==> src/rtl/bram_reader_pkg.sv <==
// Shared types and constants for the block-RAM burst reader.
package bram_reader_pkg;

  typedef enum logic [1:0] {
    IDLE  = 2'd0,
    READ  = 2'd1,
    DRAIN = 2'd2
  } state_t;

  // Smallest buffer that still sustains one word per cycle across the
  // two-cycle RE -> DO_VALID -> push loop.
  localparam int MIN_FIFO_DEPTH = 3;

  // A burst may cover the whole RAM, so the length needs one extra bit.
  function automatic int len_width(input int addr_width);
    return addr_width + 1;
  endfunction

endpackage

==> src/rtl/bram_reader_fifo.sv <==
// Show-ahead FIFO holding {last, data} entries for the burst reader.
// The head entry is visible whenever the FIFO is non-empty; the output
// reads as zero when empty so the stream bus is quiet between bursts.
module bram_reader_fifo #(
  parameter int WIDTH       = 33,
  parameter int DEPTH       = 4,
  parameter int COUNT_WIDTH = $clog2(DEPTH + 1)
) (
  input  logic                   clk,
  input  logic                   rst_n,
  input  logic                   push,
  input  logic [WIDTH-1:0]       wr_data,
  input  logic                   pop,
  output logic [WIDTH-1:0]       rd_data,
  output logic                   valid,
  output logic                   full,
  output logic [COUNT_WIDTH-1:0] count
);

  localparam int PW = (DEPTH > 1) ? $clog2(DEPTH) : 1;

  logic [WIDTH-1:0]       mem [DEPTH];
  logic [PW-1:0]          wr_ptr;
  logic [PW-1:0]          rd_ptr;
  logic [COUNT_WIDTH-1:0] count_q;
  logic                   empty;
  logic                   do_push;
  logic                   do_pop;

  function automatic logic [PW-1:0] next_ptr(input logic [PW-1:0] p);
    return (p == PW'(DEPTH - 1)) ? '0 : p + PW'(1);
  endfunction

  assign empty   = (count_q == '0);
  assign full    = (count_q == COUNT_WIDTH'(DEPTH));
  assign do_pop  = pop && !empty;
  assign do_push = push && (!full || do_pop);

  assign valid   = !empty;
  assign count   = count_q;
  assign rd_data = empty ? '0 : mem[rd_ptr];

  // Storage array: written on accepted pushes only, no reset needed.
  always_ff @(posedge clk) begin
    if (do_push) begin
      mem[wr_ptr] <= wr_data;
    end
  end

  // Pointers and occupancy; simultaneous push and pop leave count unchanged.
  always_ff @(posedge clk or negedge rst_n) begin
    if (!rst_n) begin
      wr_ptr  <= '0;
      rd_ptr  <= '0;
      count_q <= '0;
    end else begin
      if (do_push) begin
        wr_ptr <= next_ptr(wr_ptr);
      end
      if (do_pop) begin
        rd_ptr <= next_ptr(rd_ptr);
      end
      case ({do_push, do_pop})
        2'b10:   count_q <= count_q + COUNT_WIDTH'(1);
        2'b01:   count_q <= count_q - COUNT_WIDTH'(1);
        default: count_q <= count_q;
      endcase
    end
  end

endmodule

==> src/rtl/bram_burst_reader.sv <==
// Burst read client for the one-cycle dual-port block RAM.
// Issues RAM reads under a credit limit (buffer occupancy plus the read in
// flight never exceeds FIFO_DEPTH) and streams the words out valid/ready.
// Optional protocol checking is enabled with BRAM_BURST_READER_CHECK_EN.
module bram_burst_reader
  import bram_reader_pkg::*;
#(
  parameter int DATA_WIDTH = 32,
  parameter int ADDR_WIDTH = 9,
  parameter int FIFO_DEPTH = 4
) (
  input  logic                  clk,
  input  logic                  rst_n,
  input  logic                  req_valid,
  output logic                  req_ready,
  input  logic [ADDR_WIDTH-1:0] req_addr,
  input  logic [ADDR_WIDTH:0]   req_len,
  output logic [ADDR_WIDTH-1:0] rd_addr,
  output logic                  re,
  input  logic [DATA_WIDTH-1:0] dout,
  input  logic                  dout_valid,
  output logic                  out_valid,
  input  logic                  out_ready,
  output logic [DATA_WIDTH-1:0] out_data,
  output logic                  out_last,
  output logic                  busy,
  output logic                  err
);

  localparam int LEN_WIDTH   = len_width(ADDR_WIDTH);
  localparam int COUNT_WIDTH = $clog2(FIFO_DEPTH + 1);

  generate
    if (FIFO_DEPTH < MIN_FIFO_DEPTH) begin : g_depth_check
      $error("bram_burst_reader: FIFO_DEPTH must be at least %0d", MIN_FIFO_DEPTH);
    end
  endgenerate

  state_t                 state;
  state_t                 state_next;
  logic [ADDR_WIDTH-1:0]  addr_q;
  logic [ADDR_WIDTH-1:0]  addr_next;
  logic [LEN_WIDTH-1:0]   remaining_q;
  logic [LEN_WIDTH-1:0]   remaining_next;
  logic                   inflight_q;
  logic                   inflight_last_q;
  logic                   issue;
  logic                   issue_last;
  logic [COUNT_WIDTH-1:0] occ;
  logic [COUNT_WIDTH:0]   credit_used;
  logic                   fifo_valid;
  logic                   fifo_full;
  logic                   push;
  logic                   pop;
  logic                   drain_done;
  logic [DATA_WIDTH:0]    head;

  // Everything feeding RE comes from registers, so stream backpressure
  // never reaches the RAM port combinationally.
  assign credit_used = {1'b0, occ} + {{COUNT_WIDTH{1'b0}}, inflight_q};
  assign pop         = fifo_valid && out_ready;

  // Leave DRAIN so that REQ_READY is back the cycle after the final pop.
  assign drain_done  = !inflight_q &&
                       ((occ == '0) || ((occ == COUNT_WIDTH'(1)) && pop));

  // Next-state, address/length counters and read issue.
  always_comb begin
    state_next     = state;
    addr_next      = addr_q;
    remaining_next = remaining_q;
    issue          = 1'b0;
    issue_last     = 1'b0;
    req_ready      = 1'b0;
    unique case (state)
      IDLE: begin
        req_ready = 1'b1;
        if (req_valid) begin
          addr_next      = req_addr;
          remaining_next = req_len;
          if (req_len != '0) begin
            state_next = READ;
          end
        end
      end
      READ: begin
        if (credit_used < (COUNT_WIDTH + 1)'(FIFO_DEPTH)) begin
          issue          = 1'b1;
          addr_next      = addr_q + ADDR_WIDTH'(1);
          remaining_next = remaining_q - LEN_WIDTH'(1);
          if (remaining_q == LEN_WIDTH'(1)) begin
            issue_last = 1'b1;
            state_next = DRAIN;
          end
        end
      end
      DRAIN: begin
        if (drain_done) begin
          state_next = IDLE;
        end
      end
      default: state_next = IDLE;
    endcase
  end

  // State, counters and the one-deep record of the read in flight.
  always_ff @(posedge clk or negedge rst_n) begin
    if (!rst_n) begin
      state           <= IDLE;
      addr_q          <= '0;
      remaining_q     <= '0;
      inflight_q      <= 1'b0;
      inflight_last_q <= 1'b0;
    end else begin
      state           <= state_next;
      addr_q          <= addr_next;
      remaining_q     <= remaining_next;
      inflight_q      <= issue;
      inflight_last_q <= issue_last;
    end
  end

`ifdef BRAM_BURST_READER_CHECK_EN
  logic spurious;
  logic overflow;
  logic err_q;

  assign spurious = dout_valid && !inflight_q;
  assign overflow = dout_valid && inflight_q && fifo_full;
  assign push     = dout_valid && !spurious && !overflow;
  assign err      = err_q;

  // Sticky error flag: unexpected RAM data or a push into a full buffer.
  always_ff @(posedge clk or negedge rst_n) begin
    if (!rst_n) begin
      err_q <= 1'b0;
    end else if (spurious || overflow) begin
      err_q <= 1'b1;
    end
  end
`else
  assign push = dout_valid;
  assign err  = 1'b0;
`endif

  bram_reader_fifo #(
    .WIDTH      (DATA_WIDTH + 1),
    .DEPTH      (FIFO_DEPTH),
    .COUNT_WIDTH(COUNT_WIDTH)
  ) u_fifo (
    .clk    (clk),
    .rst_n  (rst_n),
    .push   (push),
    .wr_data({inflight_last_q, dout}),
    .pop    (pop),
    .rd_data(head),
    .valid  (fifo_valid),
    .full   (fifo_full),
    .count  (occ)
  );

  assign re        = issue;
  assign rd_addr   = addr_q;
  assign out_valid = fifo_valid;
  assign out_data  = head[DATA_WIDTH-1:0];
  assign out_last  = head[DATA_WIDTH];
  assign busy      = (state != IDLE) || fifo_valid;

endmodule

==> config.mk <==
export PLATFORM = sky130hd
export DESIGN_NAME = bram_burst_reader
export DESIGN_NICKNAME = d
export VERILOG_FILES = /design/src/rtl/bram_reader_pkg.sv /design/src/rtl/bram_reader_fifo.sv /design/src/rtl/bram_burst_reader.sv
export SDC_FILE = /design/constraint.sdc
export NUM_CORES = 1
export LEC_CHECK = 0
export CAP_MARGIN = 0
export CORE_AREA = 2 2 147 149
export DETAILED_ROUTE_END_ITERATION = 8
export DIE_AREA = 0 0 149 151
export PLACE_DENSITY = 0.49
export SYNTH_ARGS = -nofsm -noshare
export SYNTH_HDL_FRONTEND = slang
export SYNTH_SLANG_ARGS = --single-unit
export TNS_END_PERCENT = 5
==> constraint.sdc <==
create_clock -name clk -period 6.6 [get_ports clk]
set_clock_uncertainty 0.2 [all_clocks]
set_input_delay 1.32 -clock clk [delete_from_list [all_inputs] [get_ports clk]]
set_output_delay 1.32 -clock clk [all_outputs]
set_load 0.1 [all_outputs]
==> results of run 1 <==
==> state kept, by name, summed over array words and instances, names as in the netlist <==
name / count
state: 2
u_fifo.rd_ptr: 2
inflight_q: 1
u_fifo.count: 3
u_fifo.wr_ptr: 2
rd_addr: 9
u_fifo.mem: 132
inflight_last_q: 1
remaining_q: 10
==> per-stage QoR <==
| stage | area [µm²] | hold WS, ns | cells | util (%) |
|---|---|---|---|---|
| floorplan | 6840 | 0.255 | 420 | - |
| global route | 8730 | 0.325 | 809 | 41.9 |
| global placement | 8120 | 0.267 | 777 | 39.0 |
| CTS | 8730 | 0.287 | 809 | 41.9 |
| detailed placement | 8120 | 0.273 | 777 | 39.0 |
| finish | 8730 | 0.288 | 809 | 41.9 |
==> cell type report <==
cell class / count / area, µm²
clock buffer: 17 / 425
clock inverter: 15 / 185
fill: 1870 / 12100
inverter: 13 / 48.8
multi-input combinational: 224 / 1990
sequential: 162 / 4720
tap: 275 / 344
timing repair buffer: 103 / 1020
==> cells in the final DEF (no fill, tap or decap), types with 3 or more instances in the layout <==
master and instances:
nand2b_1 4, o21ai_0 16, inv_1 13, and2_2 4, clkinv_4 6, nand2_1 14, edfxtp_1 132, nand4_1 7
nor3_1 7, dfrtp_1 28, nor2_1 10, nor4_1 5, clkdlybuf4s50_1 100, clkbuf_16 17, a21oi_1 24, clkinvlp_4 3
o22ai_1 6, ha_1 13, nand4b_1 3, mux4_2 33, mux2i_1 5, and2_1 34, nand3_1 6, bufinv_16 3
nand3b_1 3
==> synth_stat cells (3+ instances only) <==
cell type and count:
nand3b_1 3, and2_1 38, a21oi_1 24, mux2i_1 5, o22ai_1 6, inv_1 13, dfrtp_1 30, edfxtp_1 132
nor3_1 7, nand3_1 6, nand2b_1 4, nand4b_1 3, nand2_1 14, nor2_1 10, ha_1 13, nor4_1 5
buf_2 6, o21ai_0 16, clkbuf_1 12, nand4_1 7, mux4_2 33
==> cells by family (layout without fill, tap and decap cells) <==
group | after synthesis | in the layout | synth area share (%)
other | 1 | 1 | 0.0548
buffers and inverters | 34 | 148 | 2.09
adders and majority gates | 13 | 13 | 2.38
muxes | 39 | 39 | 11.8
xor gates and xnor gates | 3 | 3 | 0.384
AOI/OAI and AO/OA | 65 | 65 | 5.74
and+or+nand+nor | 103 | 103 | 8.67
DFF | 162 | 162 | 68.9
==> worst register-to-register path, delay by kind of cell (launching register included) <==
| kind | cells | cell delay, ns |
|---|---|---|
| simple gates | 3 | 0.62 |
| buf+inv | 3 | 0.55 |
| flops | 1 | 0.49 |
| fa+ha+maj | 2 | 0.44 |
| mux | 1 | 0.19 |
| xor+xnor | 1 | 0.13 |
==> layer usage <==
| layer | vias to the layer above | track usage (%) |
|---|---|---|
| met4 | 0 | 5.33 |
| met2 | 101 | 22.7 |
| met3 | 10 | 3.16 |
| li1 | 1836 | - |
| met1 | 2000 | 17.0 |
| met5 | - | 0 |
==> worst max path at each step <==
| stage | cells past startpoint | endpoint | from |
|---|---|---|---|
| floorplan | 2 | busy | state[0] |
| global placement | 4 | re | state[0] |
| detailed placement | 4 | re | state[0] |
| CTS | 4 | re | state[0] |
| global route | 4 | re | state[0] |
| finish | 4 | re | state[0] |
==> results.md, run 1 <==
* Outcome: finished clean
* WL/cell at 17.9 µm
* Slowest cell delay on critical path at 1.16 ns
* CP required at 5.08 ns
* Post-cts resize count at 0
* Hold_buf cts at 0
* Seq cells post-synth at 162
* Mapped Nets at 489
* Cell Chain, Critical Path: nor2b_1 > nand2_1 > inv_1 > clkdlybuf4s50_1
* Post-Syn Area at 6840 µm²
* Synth area leaders: edfxtp_1, dfrtp_1, mux4_2, and2_1, ha_1
* Synthesis warning total at 0
* Final RePlAce weighted congestion at 0.842
* Core Box Area at 20,800 µm²
* Cell class contributing the biggest share of worst-path delay: buffers and inverters
* CTS root buffer: clkbuf_16
* Worst-Margin Slew at 0.984 ns
* Number of post-CTS setup repair buffers at 0
* Min-delay src: inflight_last_q
* Sequential area share after synthesis at 68.9%
* Residual DRC at 0
* Max-slew violation count at 0
* CP Capture Type: primary output
* Data arrival, critical path at 3.68 ns
* Startpoint types: flop
* CTS Buf Count at 17
* Cell taking the most area after synthesis: edfxtp_1
* Largest net degree at the start of global routing at 36
* Wl on met1 at 6370 µm
* Hold Path Class: reg -> reg
* CP bufs+invs at 2
* Syn avg cell area at 16.3 µm²
* R2R depth at 10
* First-pass GRT wire length at 22,700 µm
* DR pass1 iterations at 5
* Antenna diodes at 0
* CP Max Fanout at 34
* Worst-case clock buffer depth at 2
* Area Overhead vs Synth at 27.6%
* TritonCTS clock tree: done
* Drt via density at 4.88
* Clock Sinks at 162
* F_max at 192 MHz
* Vias in the first global route at 4,145
* Synthesized instance count at 420
* Fin. Hold Viols at 0
* GRT Overall Usage at 13.5%
* Die H at 151 µm
* Worst-skew pair later-pin latency at 0.42 ns
* Worst path slowest cell: clkdlybuf4s50_1
* Setup tns final at 0 ns
* Die span in x at 149 µm
* Crit path kind: reg -> out
* Hold endpoint: u_fifo.mem[2][32]
* Ys async rst share at 18.5%
* Netlist cell types at 48
* I/O pin cnt at 103
* Clk slew on worst S/H paths at 0.07 ns
* Fin worst setup slack at 1.40 ns
* Max_cap viols at 0
* EDFF count, synth at 132
* DP HPWL at 8960 µm
* Worst hold stages at 0
* Final wirelength at 14,500 µm
* DR iter-0 viols at 185
* Tmin final at 5.20 ns
* Met3 routed WL at 676 µm
* H-Tree Level Count at 4
* # rows at 53
* RSZ-0062 raised after global routing: no
* Vias post-DR at 3,947
* Number of antenna violations at the first check in global routing at 0
* Detail Route Antenna Nets at 0
* R2R Path End: u_fifo.count[2]
* FF-to-FF Start: u_fifo.count[0]
* Port bufs at 101
* Ratio of cells with drive above 1 in the final layout at 14.6%
* Worst slew margin at 34.2%
* DP Worst Slack at 1.87 ns
* Met2 WL post-DR at 7310 µm
* Gr ovfl total at 0
* Reg2Reg Setup Slack at 3.83 ns
* Initial core utilization at 32.9%
* Nets at 590
* DIE AREA at 22,500 µm²
* Post-synth top area share at 57.9%
* DR top layer: met4
* Final period utilization at 78.8%
* Synth Flop Type: edfxtp_1
* Final setup fails at 0
Power of run 1 is left out: the tool's default activity adds up to more than one toggle a clock period on the data nets, which glitch-free logic cannot reach.
==> inputs of run 2 (changes only) <==
==> constraint.sdc (replaced) <==
create_clock -name clk -period 4.9 [get_ports clk]
set_clock_uncertainty 0.2 [all_clocks]
set_input_delay 0.98 -clock clk [delete_from_list [all_inputs] [get_ports clk]]
set_output_delay 0.98 -clock clk [all_outputs]
set_load 0.1 [all_outputs]
==> results.md, run 2 (synthesis gave the netlist of run 1 again) <==
* Hold_buf cts at 0
* First-pass GRT wire length at 22,600 µm
* CP Capture Type: primary output
* Largest net degree at the start of global routing at 37
* Startpoint types: flop
* CP required at 3.72 ns
* Post-cts resize count at 0
* Final wirelength at 14,500 µm
* Area Overhead vs Synth at 25.8%
* Final period utilization at 79.8%
* TritonCTS clock tree: done
* Setup tns final at 0 ns
* Number of flip-flops in the largest register at 132
* Worst-case clock buffer depth at 2
* R2R depth at 4
* Crit path depth at 2
* Most common cell after layout, fill and taps aside: edfxtp_1
* Port bufs at 101
* Vias post-DR at 3,971
* CTS root buffer: clkbuf_16
* Ratio of cells with drive above 1 in the final layout at 21.1%
* CP Max Fanout at 34
* Hold Path Class: reg -> reg
* FF-to-FF Start: state[0]
* Clk slew on worst S/H paths at 0.06 ns
* Crit path from: state[0]
* Outcome: finished clean
* Non-filler cells, final at 810
* DR pass1 iterations at 4
* Cell Chain, Critical Path: nor2_1 > clkdlybuf4s50_1
* GRT Overall Usage at 13.6%
* CTS Buf Count at 17
* Final setup fails at 0
* Cell class contributing the biggest share of worst-path delay: buffers and inverters
* Gr ovfl total at 0
* Number of antenna violations at the first check in global routing at 0
* Fin worst setup slack at 0.987 ns
* DR iter-0 viols at 263
* DIE AREA at 22,500 µm²
* Nets at 591
* Antenna diodes at 0
* Fin. Hold Viols at 0
* Die span in x at 149 µm
* Number of post-CTS setup repair buffers at 0
* Vias in the first global route at 4,146
* Placed insts at 778
* Max_cap viols at 0
* # rows at 53
* Residual DRC at 0
* Tmin final at 3.91 ns
* Worst hold stages at 0
* Drt via density at 4.90
* Max-slew violation count at 0
* RSZ-0062 raised after global routing: no
* Initial core utilization at 32.9%
* WL/cell at 17.9 µm
* Data arrival, critical path at 2.73 ns
* Worst-Margin Slew at 0.993 ns
* Worst-skew pair later-pin latency at 0.41 ns
* DP Worst Slack at 1.43 ns
* CP bufs+invs at 1
* Min-delay src: inflight_last_q
* H-Tree Level Count at 4
* Worst slew margin at 33.8%
* F_max at 256 MHz
* Detail Route Antenna Nets at 0
* DP HPWL at 8860 µm
* Core Box Area at 20,800 µm²
* Most frequent cells in the layout: edfxtp_1, clkdlybuf4s50_1, buf_4
* Worst path slowest cell: clkdlybuf4s50_1
* Final RePlAce weighted congestion at 0.831
* Crit path kind: reg -> out
* Reg with most FFs: u_fifo.mem
* Die H at 151 µm
* Slowest cell delay on critical path at 1.20 ns
* Clock Sinks at 162
* I/O pin cnt at 103
[run 2: area by class of cell]
cell class	count	area, µm²
clock inverters	7	46.3
clock buffers	25	522
well taps	275	344
fillers	1920	12200
repair buffers	104	938
multi-input cells	224	1990
inverters	13	48.8
flip-flops and latches	162	4720
[run 2: worst register-to-register path: stages (launching register included)]
cell	delay, ns
dfrtp_1	0.99
nand2b_1	0.49
or4b_1	0.61
o21ai_1	0.09
a21oi_1	0.09
[run 2: worst paths after layout]
path	endpoint	slack, ns
worst max-delay path	req_ready	0.99
worst min-delay path	u_fifo.mem[2][32]	0.29
worst max register to register	remaining_q[6]	2.29
worst min register to register	u_fifo.mem[2][32]	0.29
max in group asynchronous	u_fifo.rd_ptr[0]	3.59
min in group asynchronous	rd_addr[2]	0.40
[run 2: stage by stage]
stage	hold WS, ns	util, %	instance area, µm²
final	0.289	41.3	8600
after detailed placement	0.286	38.6	8040
after CTS	0.295	41.3	8600
after global placement	0.265	38.6	8040
after global routing	0.307	41.3	8600
after floorplan	0.255	-	6840
[run 2: routing by layer]
metal | vias up | part of all wire, % | GRT usage (%)
met2 | 106 | 50 | 23.0
met3 | 18 | 4.6 | 3.58
met1 | 1996 | 44 | 17.0
li1 | 1851 | - | -
met5 | - | 0 | 0
met4 | 0 | 1.4 | 4.86
Power of run 2 is left out for the same reason.
==> inputs of run 3 (changes only) <==
==> constraint.sdc (replaced) <==
create_clock -name clk -period 3.6 [get_ports clk]
set_clock_uncertainty 0.2 [all_clocks]
set_input_delay 0.72 -clock clk [delete_from_list [all_inputs] [get_ports clk]]
set_output_delay 0.72 -clock clk [all_outputs]
set_load 0.1 [all_outputs]
==> results.md, run 3 (synthesis gave the netlist of run 1 again) <==
* Outcome: finished clean
* Number of post-CTS setup repair buffers at 0
* Reg with most FFs: u_fifo.mem
* Hold_buf cts at 0
* CP required at 2.68 ns
* # rows at 53
* Vias in the first global route at 4,235
* CTS root buffer: clkbuf_16
* Vias post-DR at 4,077
* F_max at 318 MHz
* Worst slew margin at 38.5%
* Area Overhead vs Synth at 33.7%
* Gr ovfl total at 0
* Setup tns final at 0 ns
* Die H at 151 µm
* First-pass GRT wire length at 23,500 µm
* Antenna diodes at 0
* Startpoint types: flop
* Fin. Hold Viols at 0
* Post-cts resize count at 0
* Port bufs at 101
* Clock Sinks at 162
* Post-layout util at 43.9%
* Most frequent cells in the layout: edfxtp_1, clkdlybuf4s50_1, buf_12
* Data arrival, critical path at 2.23 ns
* Max-slew violation count at 0
* Non-filler cells, final at 820
* Final wirelength at 14,800 µm
* H-Tree Level Count at 4
* Worst-case clock buffer depth at 2
* Max_cap viols at 0
* Tmin final at 3.15 ns
* Hold Path Class: reg -> reg
* DR pass1 iterations at 4
* RSZ-0062 raised after global routing: no
* Residual DRC at 0
* Number of antenna violations at the first check in global routing at 0
* Final period utilization at 87.4%
* DIE AREA at 22,500 µm²
* TritonCTS clock tree: done
* Clk slew on worst S/H paths at 0.06 ns
* Most common cell after layout, fill and taps aside: edfxtp_1
* I/O pin cnt at 103
* Initial core utilization at 32.9%
* CP Max Fanout at 35
* Number of flip-flops in the largest register at 132
* Worst-skew pair later-pin latency at 0.42 ns
* Final RePlAce weighted congestion at 0.850
* CTS Buf Count at 17
* DP HPWL at 10000 µm
* Placed insts at 788
* Crit path kind: reg -> out
* GRT Overall Usage at 14.0%
* Final setup fails at 0
* Nets at 601
* Core Box Area at 20,800 µm²
* DR iter-0 viols at 283
* CP Capture Type: primary output
* WL/cell at 18.1 µm
* Hold slack final at 0.293 ns
* Detail Route Antenna Nets at 0
* Drt via density at 4.97
* Worst-Margin Slew at 0.923 ns
* FILL cells at 1,862
* Ratio of cells with drive above 1 in the final layout at 24.0%
* Die span in x at 149 µm
* Largest net degree at the start of global routing at 36
[run 3: changes by cell type in the layout (fill, tap and decap cells not counted), sizes merged]
cell | previous run | this run
clkdlybuf4s50 | 64 | 55
buf | 40 | 59
clkinv | 4 | 6
clkinvlp | 0 | 2
bufinv | 0 | 3
clkbuf | 25 | 21
inv | 16 | 13
[run 3: final timing paths]
kind	startpoint	end	slack, ns	cells after the start
hold reg to reg	inflight_last_q	u_fifo.mem[3][32]	0.29	0
setup / recovery	u_fifo.rd_ptr[1]	out_data[31]	0.45	3
min in group asynchronous	rst_n	rd_addr[1]	0.57	1
setup reg to reg	u_fifo.count[0]	u_fifo.mem[1][10]	1.16	6
hold / removal	inflight_last_q	u_fifo.mem[3][32]	0.29	0
max in group asynchronous	rst_n	u_fifo.wr_ptr[0]	1.98	2
[run 3: layer usage]
layer  part of all wire, %  global-route usage [%]  vias up  routed length [µm]
li1                      -                       -     1867                   -
met2                    50                    22.6      121                7460
met5                     0                       0        -                   0
met4                  0.94                    4.71        0                 140
met1                    44                    18.4     2079                6540
met3                   4.8                    3.67       10                 708
[run 3: final cells by class]
type                       count  area (µm²)  area share, %
clock buffer                  21         440           4.81
clock inverter                11         138           1.50
inverter                      13        48.8          0.533
multi-input combinational    224        1990           21.8
sequential                   162        4720           51.6
tap                          275         344           3.76
timing repair buffer         114        1470           16.1
[run 3: critical path, stage by stage (launching register included)]
cell	delay, ns
dfrtp_2	0.97
mux4_2	0.45
and2_1	0.21
buf_12	0.17
[run 3: through the flow]
step / area, µm² / worst slack (ns)
CTS: 9150 / 0.410
finish: 9150 / 0.454
global placement: 8570 / 0.835
floorplan: 6840 / -0.0918
detailed placement: 8570 / 0.786
global route: 9150 / 0.319
Power of run 3 is left out for the same reason.
